### config.mk
export PLATFORM = sky130hd
export DESIGN_NAME = pkt_rx_sink
export DESIGN_NICKNAME = d
export VERILOG_FILES = /design/src/rtl/pkt_rx_sink.sv
export SDC_FILE = /design/constraint.sdc
export NUM_CORES = 1
export LEC_CHECK = 0
export ABC_CLOCK_PERIOD_IN_PS = 9400
export CAP_MARGIN = 10
export CORE_MARGIN = 3
export CORE_UTILIZATION = 65
export DETAILED_ROUTE_END_ITERATION = 8
export GPL_ROUTABILITY_DRIVEN = 0
export HOLD_SLACK_MARGIN = 0.1
export PLACE_DENSITY = 0.87
export SETUP_SLACK_MARGIN = 0.15
export SLEW_MARGIN = 5
export SYNTH_ARGS = -nofsm -noshare
export SYNTH_HDL_FRONTEND = slang
export SYNTH_SLANG_ARGS = --single-unit
### constraint.sdc
create_clock -name clk -period 9.4 [get_ports clk]
set_clock_uncertainty 0.15 [all_clocks]
set_input_delay 0.94 -clock clk [delete_from_list [all_inputs] [get_ports clk]]
set_output_delay 0.94 -clock clk [all_outputs]
set_load 0.03 [all_outputs]
### src/rtl/pkt_rx_sink.sv
// Packet receive sink: validates framed packets and store-and-forwards good payloads.
// Define PKT_RX_SINK_STATS_EN to build the good/dropped packet counters.
module pkt_rx_sink #(
    parameter int unsigned DEPTH   = 64,
    parameter int unsigned MAX_LEN = 32
) (
    input  logic        clk,
    input  logic        rst,
    input  logic        in_valid,
    output logic        in_ready,
    input  logic [7:0]  in_data,
    input  logic        in_sop,
    input  logic        in_eop,
    output logic        out_valid,
    input  logic        out_ready,
    output logic [7:0]  out_data,
    output logic        out_sop,
    output logic        out_eop,
    output logic [15:0] pkt_ok_cnt,
    output logic [15:0] pkt_err_cnt
);
    localparam int unsigned AW = $clog2(DEPTH);

    typedef logic [AW:0] ptr_t;
    typedef enum logic [1:0] {StIdle, StPayload, StCsum, StDrop} state_e;

    localparam ptr_t       OccLimit = ptr_t'(DEPTH - MAX_LEN);
    localparam logic [7:0] MaxLen8  = 8'(MAX_LEN);

    state_e     state_q, state_d;
    logic [7:0] len_q, len_d, csum_q, csum_d, cnt_q, cnt_d;
    ptr_t       wr_tent_q, wr_tent_d, wr_cmt_q, wr_cmt_d, rd_q, rd_d;
    logic       first_q, first_d;
    logic [8:0] mem [DEPTH];
    logic [8:0] rd_word;
    ptr_t       occ;
    logic       space_ok, in_beat, out_beat, hdr_bad, last_byte;
    logic       wr_en, eop_tag, take_hdr, ok_inc;
    logic [1:0] err_inc;

    assign occ       = wr_cmt_q - rd_q;
    assign space_ok  = occ <= OccLimit;
    assign in_beat   = in_valid & in_ready;
    assign out_beat  = out_valid & out_ready;
    assign hdr_bad   = (in_data == 8'd0) || (in_data > MaxLen8);
    assign last_byte = (cnt_q + 8'd1) == len_q;

    always_ff @(posedge clk or posedge rst) begin
        if (rst) begin
            state_q   <= StIdle;
            len_q     <= '0;
            csum_q    <= '0;
            cnt_q     <= '0;
            wr_tent_q <= '0;
            wr_cmt_q  <= '0;
            rd_q      <= '0;
            first_q   <= 1'b1;
        end else begin
            state_q   <= state_d;
            len_q     <= len_d;
            csum_q    <= csum_d;
            cnt_q     <= cnt_d;
            wr_tent_q <= wr_tent_d;
            wr_cmt_q  <= wr_cmt_d;
            rd_q      <= rd_d;
            first_q   <= first_d;
        end
    end

    always_ff @(posedge clk) begin
        if (wr_en) mem[wr_tent_q[AW-1:0]] <= {eop_tag, in_data};
    end

    always_comb begin
        state_d   = state_q;
        len_d     = len_q;
        csum_d    = csum_q;
        cnt_d     = cnt_q;
        wr_tent_d = wr_tent_q;
        wr_cmt_d  = wr_cmt_q;
        wr_en     = 1'b0;
        eop_tag   = 1'b0;
        take_hdr  = 1'b0;
        ok_inc    = 1'b0;
        err_inc   = 2'd0;
        if (in_beat) begin
            unique case (state_q)
                StIdle: take_hdr = in_sop;
                StPayload: begin
                    if (in_sop) begin
                        wr_tent_d = wr_cmt_q;
                        err_inc   = 2'd1;
                        take_hdr  = 1'b1;
                    end else if (in_eop) begin
                        wr_tent_d = wr_cmt_q;
                        err_inc   = 2'd1;
                        state_d   = StIdle;
                    end else begin
                        wr_en     = 1'b1;
                        eop_tag   = last_byte;
                        wr_tent_d = wr_tent_q + 1'b1;
                        csum_d    = csum_q ^ in_data;
                        cnt_d     = cnt_q + 8'd1;
                        if (last_byte) state_d = StCsum;
                    end
                end
                StCsum: begin
                    if (in_sop) begin
                        wr_tent_d = wr_cmt_q;
                        err_inc   = 2'd1;
                        take_hdr  = 1'b1;
                    end else if (in_eop && in_data == csum_q) begin
                        wr_cmt_d = wr_tent_q;
                        ok_inc   = 1'b1;
                        state_d  = StIdle;
                    end else begin
                        wr_tent_d = wr_cmt_q;
                        err_inc   = 2'd1;
                        state_d   = in_eop ? StIdle : StDrop;
                    end
                end
                StDrop: begin
                    if (in_sop) take_hdr = 1'b1;
                    else if (in_eop) state_d = StIdle;
                end
                default: state_d = StIdle;
            endcase
            // Header rules apply both in IDLE and on a restarting in_sop beat.
            if (take_hdr) begin
                if (hdr_bad) begin
                    err_inc = err_inc + 2'd1;
                    state_d = in_eop ? StIdle : StDrop;
                end else begin
                    len_d   = in_data;
                    csum_d  = in_data;
                    cnt_d   = 8'd0;
                    state_d = StPayload;
                end
            end
        end
        rd_d    = out_beat ? rd_q + 1'b1 : rd_q;
        first_d = out_beat ? rd_word[8] : first_q;
    end

    always_comb begin
        rd_word   = mem[rd_q[AW-1:0]];
        in_ready  = ~rst & ((state_q != StIdle) | space_ok);
        out_valid = rd_q != wr_cmt_q;
        out_data  = out_valid ? rd_word[7:0] : 8'd0;
        out_eop   = out_valid & rd_word[8];
        out_sop   = out_valid & first_q;
    end

`ifdef PKT_RX_SINK_STATS_EN
    logic [15:0] ok_cnt_q, err_cnt_q;
    logic [16:0] err_sum;

    assign err_sum = {1'b0, err_cnt_q} + {15'd0, err_inc};

    always_ff @(posedge clk or posedge rst) begin
        if (rst) begin
            ok_cnt_q  <= '0;
            err_cnt_q <= '0;
        end else begin
            if (ok_inc && ok_cnt_q != 16'hFFFF) ok_cnt_q <= ok_cnt_q + 16'd1;
            err_cnt_q <= err_sum[16] ? 16'hFFFF : err_sum[15:0];
        end
    end

    assign pkt_ok_cnt  = ok_cnt_q;
    assign pkt_err_cnt = err_cnt_q;
`else
    logic unused_stats;
    assign unused_stats = ok_inc ^ (^err_inc);
    assign pkt_ok_cnt   = 16'd0;
    assign pkt_err_cnt  = 16'd0;
`endif

endmodule

== Yosys cells after proc, flatten, opt, wreduce, memory -nomap -nowiden ==
Memories as Yosys holds them, arrays and structs flattened.
Index checks and enable logic that the tools add are counted.

* Output and inout bits: 44
* Memories kept: 1
* RAM bits: 576
* Word-level logic and storage cells: 87
* Input port bits: 14
* Flip-flop bits (word level): 48

* Bitwise operators: 9
* Reduce and logical (&&, ||, !) cells: 12
* Multiplexer cells: 40
* Order comparisons: 2
* Add/subtract/negate cells: 4
* Equality and inequality tests: 11

{| class="wikitable"
|+ Memories
! name !! depth !! width !! read ports !! clocked after memory_dff !! wr ports !! line !! RTL
|-
| mem || 64 || 9 || 1 || 0 || 1 || 34 || <nowiki>logic [8:0] mem [DEPTH];</nowiki>
|}

{| class="wikitable"
|+ Operators by type and width
! kind !! number
|-
| 8-bit 2-to-1 mux || 11
|-
| 7-bit 2-to-1 mux || 4
|-
| 2-bit 2-to-1 mux || 10
|-
| 8-bit equality test || 2
|-
| 7-bit by 1-bit adder with 7-bit output (second input constant) || 2
|-
| 7-bit case mux with 2 select lines || 1
|-
| 1-bit 2-to-1 mux || 12
|-
| 3-bit != test (second input constant) || 4
|-
| 8-bit by 1-bit adder with 8-bit output (second input constant) || 1
|-
| 8-bit by 6-bit greater-than comparator with 1-bit output (second input constant) || 1
|-
| 8-bit zero test || 1
|-
| 8-bit XOR || 1
|-
| 7-bit by 6-bit less-or-equal comparator with 1-bit output (second input constant) || 1
|-
| 7-bit != test || 1
|-
| 7-bit AND reduction || 1
|-
| 7-bit subtractor || 1
|-
| 2-bit case mux with 3 select lines || 1
|-
| 1-bit bitwise AND || 5
|-
| 2-bit equality test (second input constant) || 2
|-
| 4-bit != test (second input constant) || 1
|-
| 2-bit AND reduction || 2
|-
| 2-bit nonzero test || 2
|-
| 4-bit nonzero test || 1
|-
| 3-bit AND reduction || 1
|-
| other kinds (8) || 9
|}

== Depth between registers and ports, before layout ==
Gate-level depths: netlist of run 1.

* Depth after elaboration: 8
* Mapped depth: 13
* Mapped depth without buffers: 10

== Worst setup path before layout of run 1 ==
OpenSTA, ideal clock, no wires.

* Kind: reg2reg
* From: reg rd_q[2]
* To: mem mem[0][8] (data pin)
* Setup time: 0.681 ns
* Path buffers: 4
* Slack: 3.371 ns
* Required time: 8.569 ns
* Stages on the path, launching flop included: 13
* Arrival time: 5.199 ns
* Clock period less this slack: 6.029 ns
* Path through: dfrtp_1 > buf_2 > clkinv_1 > buf_1 > ha_1 > a21oi_2 > a21oi_2 > o31a_1 > o211ai_4 > nand4_2 > buf_2 > buf_1 > nor3_1

* Cells in the longest elaborated chain, start to end: 6

{| class="wikitable"
|+ Ends and longest elaborated chain
! item !! line !! RTL
|-
| start: declaration || 32 || <nowiki>ptr_t wr_tent_q, wr_tent_d, wr_cmt_q, wr_cmt_d, rd_q, rd_d;</nowiki>
|-
| start signal: assignment || 65 || <nowiki>rd_q <= rd_d;</nowiki>
|-
| 7-bit subtractor || 41 || <nowiki>assign occ = wr_cmt_q - rd_q;</nowiki>
|-
| 7-bit by 6-bit less-or-equal comparator with 1-bit output || 42 || <nowiki>assign space_ok = occ <= OccLimit;</nowiki>
|-
| 1-bit bitwise OR || 147 || <nowiki>in_ready = ~rst & ((state_q != StIdle) | space_ok);</nowiki>
|-
| 1-bit bitwise AND || 147 ||
|-
| 1-bit bitwise AND || 43 || <nowiki>assign in_beat = in_valid & in_ready;</nowiki>
|-
| 1-bit 2-to-1 mux || 86 || <nowiki>if (in_beat) begin</nowiki>
|-
| net eop_tag || 38 || <nowiki>logic wr_en, eop_tag, take_hdr, ok_inc;</nowiki>
|-
| end: declaration || 34 ||
|}

The timed path passes the listed nets, and every way through them passes these cells.

== Final worst setup path of run 1 ==
* From: reg rd_q[1]
* To: out out_data[5]

* Cells in the longest elaborated chain, start to end: 2
* Elaborated cells on any way between the ends: 3
* Those cells by class: eq/ne: 1; mux: 1; memory: 1

{| class="wikitable"
|+ Ends and longest elaborated chain
! item !! line !! RTL
|-
| memory read 64 x 9 bit or 7-bit != test (tied branches) || - ||
|-
| 8-bit 2-to-1 mux (*) || 149 || <nowiki>out_data = out_valid ? rd_word[7:0] : 8'd0;</nowiki>
|-
| end: declaration || 16 || <nowiki>output logic [7:0] out_data,</nowiki>
|}

Mark *: on every way between the ends. The rest lies on a longest branch, timed or not.

==> metrics, run 1 <==
outcome=finished clean; # DRC=0; VDD IR-drop max=between 0.0002 and 0.00025 V; Cells after Synth=1295; Starting DRT DRC Count=2006; CTS Root Cell=clkbuf_16; Final Max Tran Viols=0; startpoint types=register; Max clock buf depth=3; leakage power=9.07 nW; Hold WC Path Type=reg2reg; hold_sp=first_q; IO buf count=25; Die Area=41800 um^2; Post-synth top flop=edfxtp_1; largest net degree at the start of global routing=78; Die W=204 um; RSZ-0062 raised after global routing=no; post-synth top area share=67.6%; post-CTS setup buffers=0; drt total wl=62100 um; clk_lat worst skew=610 ps; Overflow after GRT=0; post-layout net count=1368; Pwr per Cell Area=278 nW/um^2; antenna violations before repair=1; chip height=between 200 and 250 um; number of synthesized flops with an enable pin=576; vias in the first global route=13600; fin crit period=6010 ps; Post-Syn Area per Cell=just under 20 um^2; WHS Path Cells=2; post-route ant nets=0; slew margin rel.=13.8%; post-synthesis register bit count=624; drt pass-1 iters=6; Reg2Reg Launch Point=rd_q[1]; Clock Pin Slew Worst Setup and Hold Paths=60 ps; Data arrival, critical path=4920 ps; sequential area share after synthesis=72.3%; hold-critical path endpoint=first_q; period utilization=63.9%; top cells by area, synth=edfxtp_1 (68%), mux4_2 (16%), dfrtp_1 (4.6%), nor2_1 (1.3%), buf_4 (0.94%); CTS H-tree depth=2; Resize count post-CTS=0; setup slack, reg-to-reg=3850 ps; f_max=0.166 GHz; worst r2r dst=mem[4][6]; Async SR Flop Fraction=7.69%; setup violators final=0; All-Layer GR Usage=a little under a third; Crit Path Max Fanout=65; final instance area=around 28000 um^2; Synth cell types=66; Yosys top cell by area=edfxtp_1; clock tree sinks=624; drt wl/cell=32.6 um; Least-Margin Pin Slew=about 1300 ps; # diodes=0; crit path kind=reg2out; total number of vias=13400; CTS tree=built; r2r worst-path depth=10; Post-DP HPWL=32900 um; setup_tns=0 ps; synthesized area=~26000 um^2; initial core utilization=66.0%; worst endpoint required time=8310 ps; CTS Buf Count=58; layout cells sized above 1=24.3%; Synth warnings=0; filler cell count=2078; Site Rows=72; CTS Hold Buffers Added=0; Core ar.=38700 um^2; P&R area growth vs syn=10.1%; number of max-cap violations=0; mean number of vias per cell=7.02; first-pass GRT wire length=92100 um; Final Hold Violating Endpoints=0; Post-DP Area=about 26000 um^2; number of I/O pins=between 50 and 60; critical path endpoint category=primary output
==> power breakdown <==
part / total, mW / internal [mW] / leakage, nW / switching, mW
sequential: 3.24 / 3.07 / 5.82 / 0.171
combinational: 2.18 / 1.02 / 2.32 / 1.16
clock: 2.42 / 1.40 / 0.937 / 1.02
==> synth_stat cells, types with 9 or more instances <==
library cell	instances
ha_1	13
nor3_1	9
nand2_1	44
o22ai_1	10
xnor2_1	23
buf_2	17
buf_1	13
mux2i_1	18
clkbuf_1	19
o21ai_0	22
dfrtp_1	47
buf_4	32
mux4_2	179
edfxtp_1	576
buf_6	11
inv_1	18
nand3_1	21
a21oi_1	18
nor2_1	86
mux2_2	13
==> registers in the layout, summed over array words and instances (netlist names) <==
signal and cells:
cnt_q 8, csum_q 8, first_q 1, len_q 8, mem 576, rd_q 7
state_q 2, wr_cmt_q 7, wr_tent_q 7
==> worst max-delay path, stage by stage (launching register included) <==
cell and delay (ps):
dfrtp_4 1080, buf_4 840, mux4_2 450, mux4_2 480, mux2i_1 460, o22ai_1 260, clkdlybuf4s50_1 650
==> cell type report <==
type                       instances  area (um^2)  share of cell area (%)
timing repair buffer              48          395                    1.40
tap                              518          648                    2.30
clock inverter                    33          364                    1.29
multi-input combinational        585         6590                    23.4
clock buffer                      74         1580                    5.59
sequential                       624        18500                    65.7
inverter                          24         90.1                   0.320
==> kinds of logic (layout without fill, tap and decap cells) <==
kind of cell	Yosys count	count (layout)	synth area share, %
flip-flops	624	624	72.3
XOR/XNOR	27	27	0.924
adder cells (fa/ha/maj)	13	13	0.636
buffers and inverters	117	179	2.64
multiplexers	211	211	17.1
AO/OA/AOI/OAI	85	85	2.24
other	1	32	0.0147
AND/OR/NAND/NOR	217	217	4.15
==> through the flow <==
step	setup slack [ps]	utilization, %	power [mW]	hold WS, ps	instances
CTS	3500	72.7	7.83	317	1904
global route	3300	72.7	8.05	347	1906
finish	3390	72.7	7.84	318	1906
global placement	4290	67.6	5.32	303	1797
floorplan	3370	-	4.78	292	1326
detailed placement	4160	67.6	5.38	314	1797
==> worst max-delay path by stage <==
| stage | slack [ps] | endpoint | start |
|---|---|---|---|
| global placement | 4290 | out_eop | rd_q[1] |
| floorplan | 3370 | mem[0][8] | rd_q[2] |
| global route | 3300 | out_data[5] | rd_q[1] |
| CTS | 3500 | out_data[5] | rd_q[1] |
| detailed placement | 4160 | mem[1][2] | rd_q[1] |
| finish | 3390 | out_data[5] | rd_q[1] |
==> layout by cell type (no fill, tap or decap), types with 18 or more instances in the layout <==
| master | synthesis | routed |
|---|---|---|
| a21oi_1 | 18 | 18 |
| edfxtp_1 | 576 | 576 |
| nor2_1 | 86 | 86 |
| mux2i_1 | 18 | 18 |
| conb_1 | 1 | 32 |
| mux4_2 | 179 | 179 |
| o21ai_0 | 22 | 22 |
| dfrtp_1 | 47 | 45 |
| clkbuf_16 | 0 | 61 |
| nand3_1 | 21 | 21 |
| xnor2_1 | 23 | 23 |
| nand2_1 | 44 | 44 |
| buf_4 | 32 | 22 |
==> metal layers <==
metal  up-vias  global-route usage, %  part of all wire, %  wire length (um)
met4         2                   10.5                  3.9              2410
met1      6868                   41.9                   35             21400
li1       5289                      -                    -                 -
met2      1000                   50.6                   51             31500
met3       218                   6.29                   11              6740
met5         -                      0                0.024                15
Power figures use the tool's default switching activity.
==> inputs of run 2 (changes only) <==
--- a/config.mk
+++ b/config.mk
@@ -5,14 +5,14 @@
 export SDC_FILE = /design/constraint.sdc
 export NUM_CORES = 1
 export LEC_CHECK = 0
-export ABC_CLOCK_PERIOD_IN_PS = 9400
+export ABC_CLOCK_PERIOD_IN_PS = 6300
 export CAP_MARGIN = 10
 export CORE_MARGIN = 3
-export CORE_UTILIZATION = 65
+export CORE_UTILIZATION = 62
 export DETAILED_ROUTE_END_ITERATION = 8
 export GPL_ROUTABILITY_DRIVEN = 0
 export HOLD_SLACK_MARGIN = 0.1
-export PLACE_DENSITY = 0.87
+export PLACE_DENSITY = 0.84
 export SETUP_SLACK_MARGIN = 0.15
 export SLEW_MARGIN = 5
 export SYNTH_ARGS = -nofsm -noshare
==> constraint.sdc (replaced) <==
create_clock -name clk -period 6.3 [get_ports clk]
set_clock_uncertainty 0.15 [all_clocks]
set_input_delay 0.63 -clock clk [delete_from_list [all_inputs] [get_ports clk]]
set_output_delay 0.63 -clock clk [all_outputs]
set_load 0.03 [all_outputs]
==> metrics, run 2 (same netlist as run 1, synthesis figures left out) <==
crit path kind=reg2out; Clock Power Share=31.8%; clock tree sinks=roughly 620; post-CTS setup buffers=0; period utilization=between 80 and 90%; CP endpoint=out_data[1]; most frequent cells in the layout=edfxtp_1 (576), mux4_2 (179), nor2_1 (86), clkbuf_16 (59), dfrtp_1 (45); post-layout net count=between 1000 and 1500; net load switching power=3.52 mW; IO buf count=25; clk_lat worst skew=630 ps; layout cells sized above 1=26.4%; P&R area growth vs syn=11.1%; # diodes=0; Site Rows=73; mean number of vias per cell=between 6 and 7; hold slack=257 ps; r2r worst-path depth=9; worst endpoint required time=5520 ps; slew margin rel.=18.5%; Final Max Tran Viols=0; setup ws final=approximately 1000 ps; Reg2Reg Launch Point=rd_q[1]; setup violators final=0; startpoint types=register; leakage power=9.22 nW; All-Layer GR Usage=roughly 28%; total number of vias=13200; Die W=approximately 210 um; Starting DRT DRC Count=1841; number of max-cap violations=0; number of I/O pins=between 50 and 60; Internal Power=approximately 8.3 mW; fin crit period=5300 ps; chip height=209 um; Core ar.=40300 um^2; # DRC=0; Max clock buf depth=3; worst r2r dst=mem[16][7]; Crit Path Max Fanout=just under 80; CTS Hold Buffers Added=0; commonest non-fill, non-tap cell in the layout=edfxtp_1; post-route ant nets=0; Data arrival, critical path=4520 ps; Least-Margin Pin Slew=about 1200 ps; RSZ-0062 raised after global routing=no; Hold WC Path Type=in2reg; Die Area=43700 um^2; Overflow after GRT=0; vias in the first global route=13400; largest net degree at the start of global routing=79; CTS Buf Count=~60; outcome=finished clean; Resize count post-CTS=0; setup_tns=0 ps; Pwr per Cell Area=417 nW/um^2; Final Hold Violating Endpoints=0; setup slack, reg-to-reg=1230 ps; Post-Place Worst Slack=1400 ps; CTS tree=built; Logic pwr share=between 20 and 30%; Clock Pin Slew Worst Setup and Hold Paths=60 ps; antenna violations before repair=0; initial core utilization=between 60% and 70%; CTS Root Cell=clkbuf_16; max reg flops=576; drt pass-1 iters=6; drt wl/cell=30.6 um; critical path endpoint category=primary output; sw frac=between 20% and 30%; first-pass GRT wire length=89300 um; f_max=0.189 GHz; Post-DP HPWL=34000 um; drt total wl=about 59000 um; VDD IR-drop max=0.000345 V; CP startpoint=rd_q[0]; Flop pwr share=40.2%; CTS H-tree depth=2
run 2: power groups by stage:
stage          logic (mW)  clock network, mW  registers (mW)
6_report             3.31               3.77            4.76
3_5_place_dp         3.24                  0            4.84
4_1_cts              3.30               3.80            4.76
2_1_floorplan        2.42                  0            4.71
3_3_place_gp         3.16                  0            4.84
5_1_grt              3.46               3.97            4.77
run 2: how the worst min path moves through the flow:
stage,start,to,cells past startpoint
after floorplan,first_q,first_q,2
after global placement,first_q,first_q,2
after detailed placement,first_q,first_q,2
after CTS,in_data[3],mem[63][3],1
after global routing,in_data[3],mem[63][3],1
final,in_data[3],mem[63][3],1
run 2: area by class of cell:
type,instances,area (um^2)
repair buffers,65,523
fillers,2272,11900
inverters,24,90.1
flip-flops and latches,624,18500
multi-input cells,585,6580
clock buffers,70,1550
well taps,525,657
clock inverters,41,518
run 2: per-layer routing:
metal / part of all wire (%) / vias to the layer above / GRT usage (%)
met3: 11 / 143 / 5.03
met1: 37 / 6789 / 40.1
met5: 0 / - / 0
met2: 49 / 968 / 44.4
met4: 3.0 / 0 / 8.18
li1: - / 5325 / -
run 2: worst max-delay path: stages, from the launching register on:
cell and delay, ps:
dfrtp_4 760, buf_12 540, mux4_2 630, mux4_2 510, mux2i_1 540, o22ai_1 190, clkdlybuf4s50_1 630
run 2: through the flow:
stage          total power, mW  instance area [um^2]  util (%)  std cells
2_1_floorplan             7.13                 25700         -       1326
4_1_cts                   11.9                 28400      70.6       1934
3_5_place_dp              8.08                 26400      65.4       1823
6_report                  11.8                 28400      70.6       1934
3_3_place_gp              7.99                 26400      65.4       1823
5_1_grt                   12.2                 28400      70.6       1934
==> inputs of run 3 (changes only) <==
--- a/config.mk
+++ b/config.mk
@@ -5,14 +5,14 @@
 export SDC_FILE = /design/constraint.sdc
 export NUM_CORES = 1
 export LEC_CHECK = 0
-export ABC_CLOCK_PERIOD_IN_PS = 6300
+export ABC_CLOCK_PERIOD_IN_PS = 4350
 export CAP_MARGIN = 10
 export CORE_MARGIN = 3
-export CORE_UTILIZATION = 62
+export CORE_UTILIZATION = 56
 export DETAILED_ROUTE_END_ITERATION = 8
 export GPL_ROUTABILITY_DRIVEN = 0
 export HOLD_SLACK_MARGIN = 0.1
-export PLACE_DENSITY = 0.84
+export PLACE_DENSITY = 0.8
 export SETUP_SLACK_MARGIN = 0.15
 export SLEW_MARGIN = 5
 export SYNTH_ARGS = -nofsm -noshare
==> constraint.sdc (replaced) <==
create_clock -name clk -period 4.35 [get_ports clk]
set_clock_uncertainty 0.15 [all_clocks]
set_input_delay 0.435 -clock clk [delete_from_list [all_inputs] [get_ports clk]]
set_output_delay 0.435 -clock clk [all_outputs]
set_load 0.03 [all_outputs]
==> metrics, run 3 (same netlist as run 1, synthesis figures left out) <==
Post-Place Worst Slack=499 ps; vias in the first global route=approximately 13000; # DRC=0; leakage power=~9.4 nW; post-layout net count=1443; chip height=approximately 220 um; Die W=roughly 220 um; P&R area growth vs syn=12.5%; number of I/O pins=58; commonest non-fill, non-tap cell in the layout=edfxtp_1; All-Layer GR Usage=25.8%; most frequent cells in the layout=edfxtp_1 (576), mux4_2 (179), buf_4 (98), nor2_1 (86), clkbuf_16 (58); slew margin rel.=29.9%; CTS H-tree depth=2; Max clock buf depth=3; fin crit period=4180 ps; antenna violations before repair=3; post-route ant nets=0; CTS Root Cell=clkbuf_16; Hold WC Path Type=in2reg; Pwr per Cell Area=583 nW/um^2; crit path kind=reg2out; Site Rows=77; CP startpoint=rd_q[1]; IO buf count=25; mean number of vias per cell=6.47; crit-path max cell delay=about 540 ps; Overflow after GRT=0; Least-Margin Pin Slew=between 1000 and 1500 ps; Crit path top cell by count=mux4_2; setup ws final=171 ps; Die Area=roughly 48000 um^2; total number of vias=13300; CTS tree=built; cell family with most CP delay=multiplexers; setup violators final=0; hold_sp=in_data[5]; WP buf/inv=2; Data arrival, critical path=3590 ps; Final Hold Violating Endpoints=0; VDD IR-drop max=0.000856 V; max reg flops=about 580; RSZ-0062 raised after global routing=no; f_max=0.239 GHz; outcome=finished clean; drt wl/cell=29.2 um; Core ar.=around 45000 um^2; first-pass GRT wire length=~90000 um; startpoint types=register; worst endpoint required time=around 3800 ps; filler cell count=2832; Post-DP HPWL=roughly 36000 um; Reg2Reg Launch Point=rd_q[1]; Clock Pin Slew Worst Setup and Hold Paths=roughly 70 ps; period utilization=between 90% and 100%; crit path cell chain=buf_12 > mux4_2 > mux4_2 > mux2i_1 > o22ai_1 > buf_4; # diodes=0; CTS Buf Count=57; clk_lat worst skew=620 ps; largest net degree at the start of global routing=123; Final Max Tran Viols=0; critical path endpoint category=primary output; Crit Path Max Fanout=122; drt total wl=59900 um; layout cells sized above 1=28.8%; Starting DRT DRC Count=between 2000 and 2500; setup_tns=0 ps; Slowest-stage cell, CP=buf_12; initial core utilization=57.2%; drt pass-1 iters=5; number of max-cap violations=0; clock tree sinks=624
## run 3: per-layer routing
layer	wire (um)	up-vias	global-route usage (%)
met5	29	-	0
li1	-	5434	-
met3	5800	120	4.81
met1	22500	6903	36.0
met2	29600	821	41.7
met4	2040	4	8.65
## run 3: timing repair
item | 4_1_cts | 5_1_grt
endpoints found under the setup margin | 5 | 8
hold buffers | 5 | 0
hold endpoints to repair | 7 | 0
resized for setup | 3 | 1
buffers inserted | 0 | 5
## run 3: path summary, 6_finish.rpt
check                           slack [ps]          end  cells past startpoint
worst min register to register         320      first_q                      2
min in group asynchronous              200      rd_q[0]                      3
worst min-delay path                   120     len_q[5]                      2
worst max register to register         370    mem[9][4]                     10
worst max-delay path                   170  out_data[7]                      6
max in group asynchronous             3370      rd_q[1]                      3
## run 3: per-stage QoR
step	instance area (um^2)	hold slack, ps	power [mW]	cells	util (%)
after CTS	28700	106	16.8	2049	64.3
after global routing	28800	120	17.3	2054	64.4
after detailed placement	26800	318	11.8	1939	60.0
after floorplan	25700	292	10.3	1326	-
final	28800	118	16.8	2054	64.4
after global placement	26800	306	11.7	1939	60.0
## run 3: layout make-up
type	instances	area [um^2]	share of cell area [%]
Clock buffer	70	1500	5.20
Clock inverter	35	372	1.29
Inverter	24	90.1	0.313
Multi-Input combinational cell	585	6580	22.9
Sequential cell	624	18500	64.3
Tap cell	592	741	2.57
Timing Repair Buffer	124	990	3.44
## run 3: power by group
group,leakage (nW),internal (mW),switching (mW)
clock,0.895,2.86,2.14
combinational,2.74,2.26,2.74
sequential,5.81,6.65,0.127
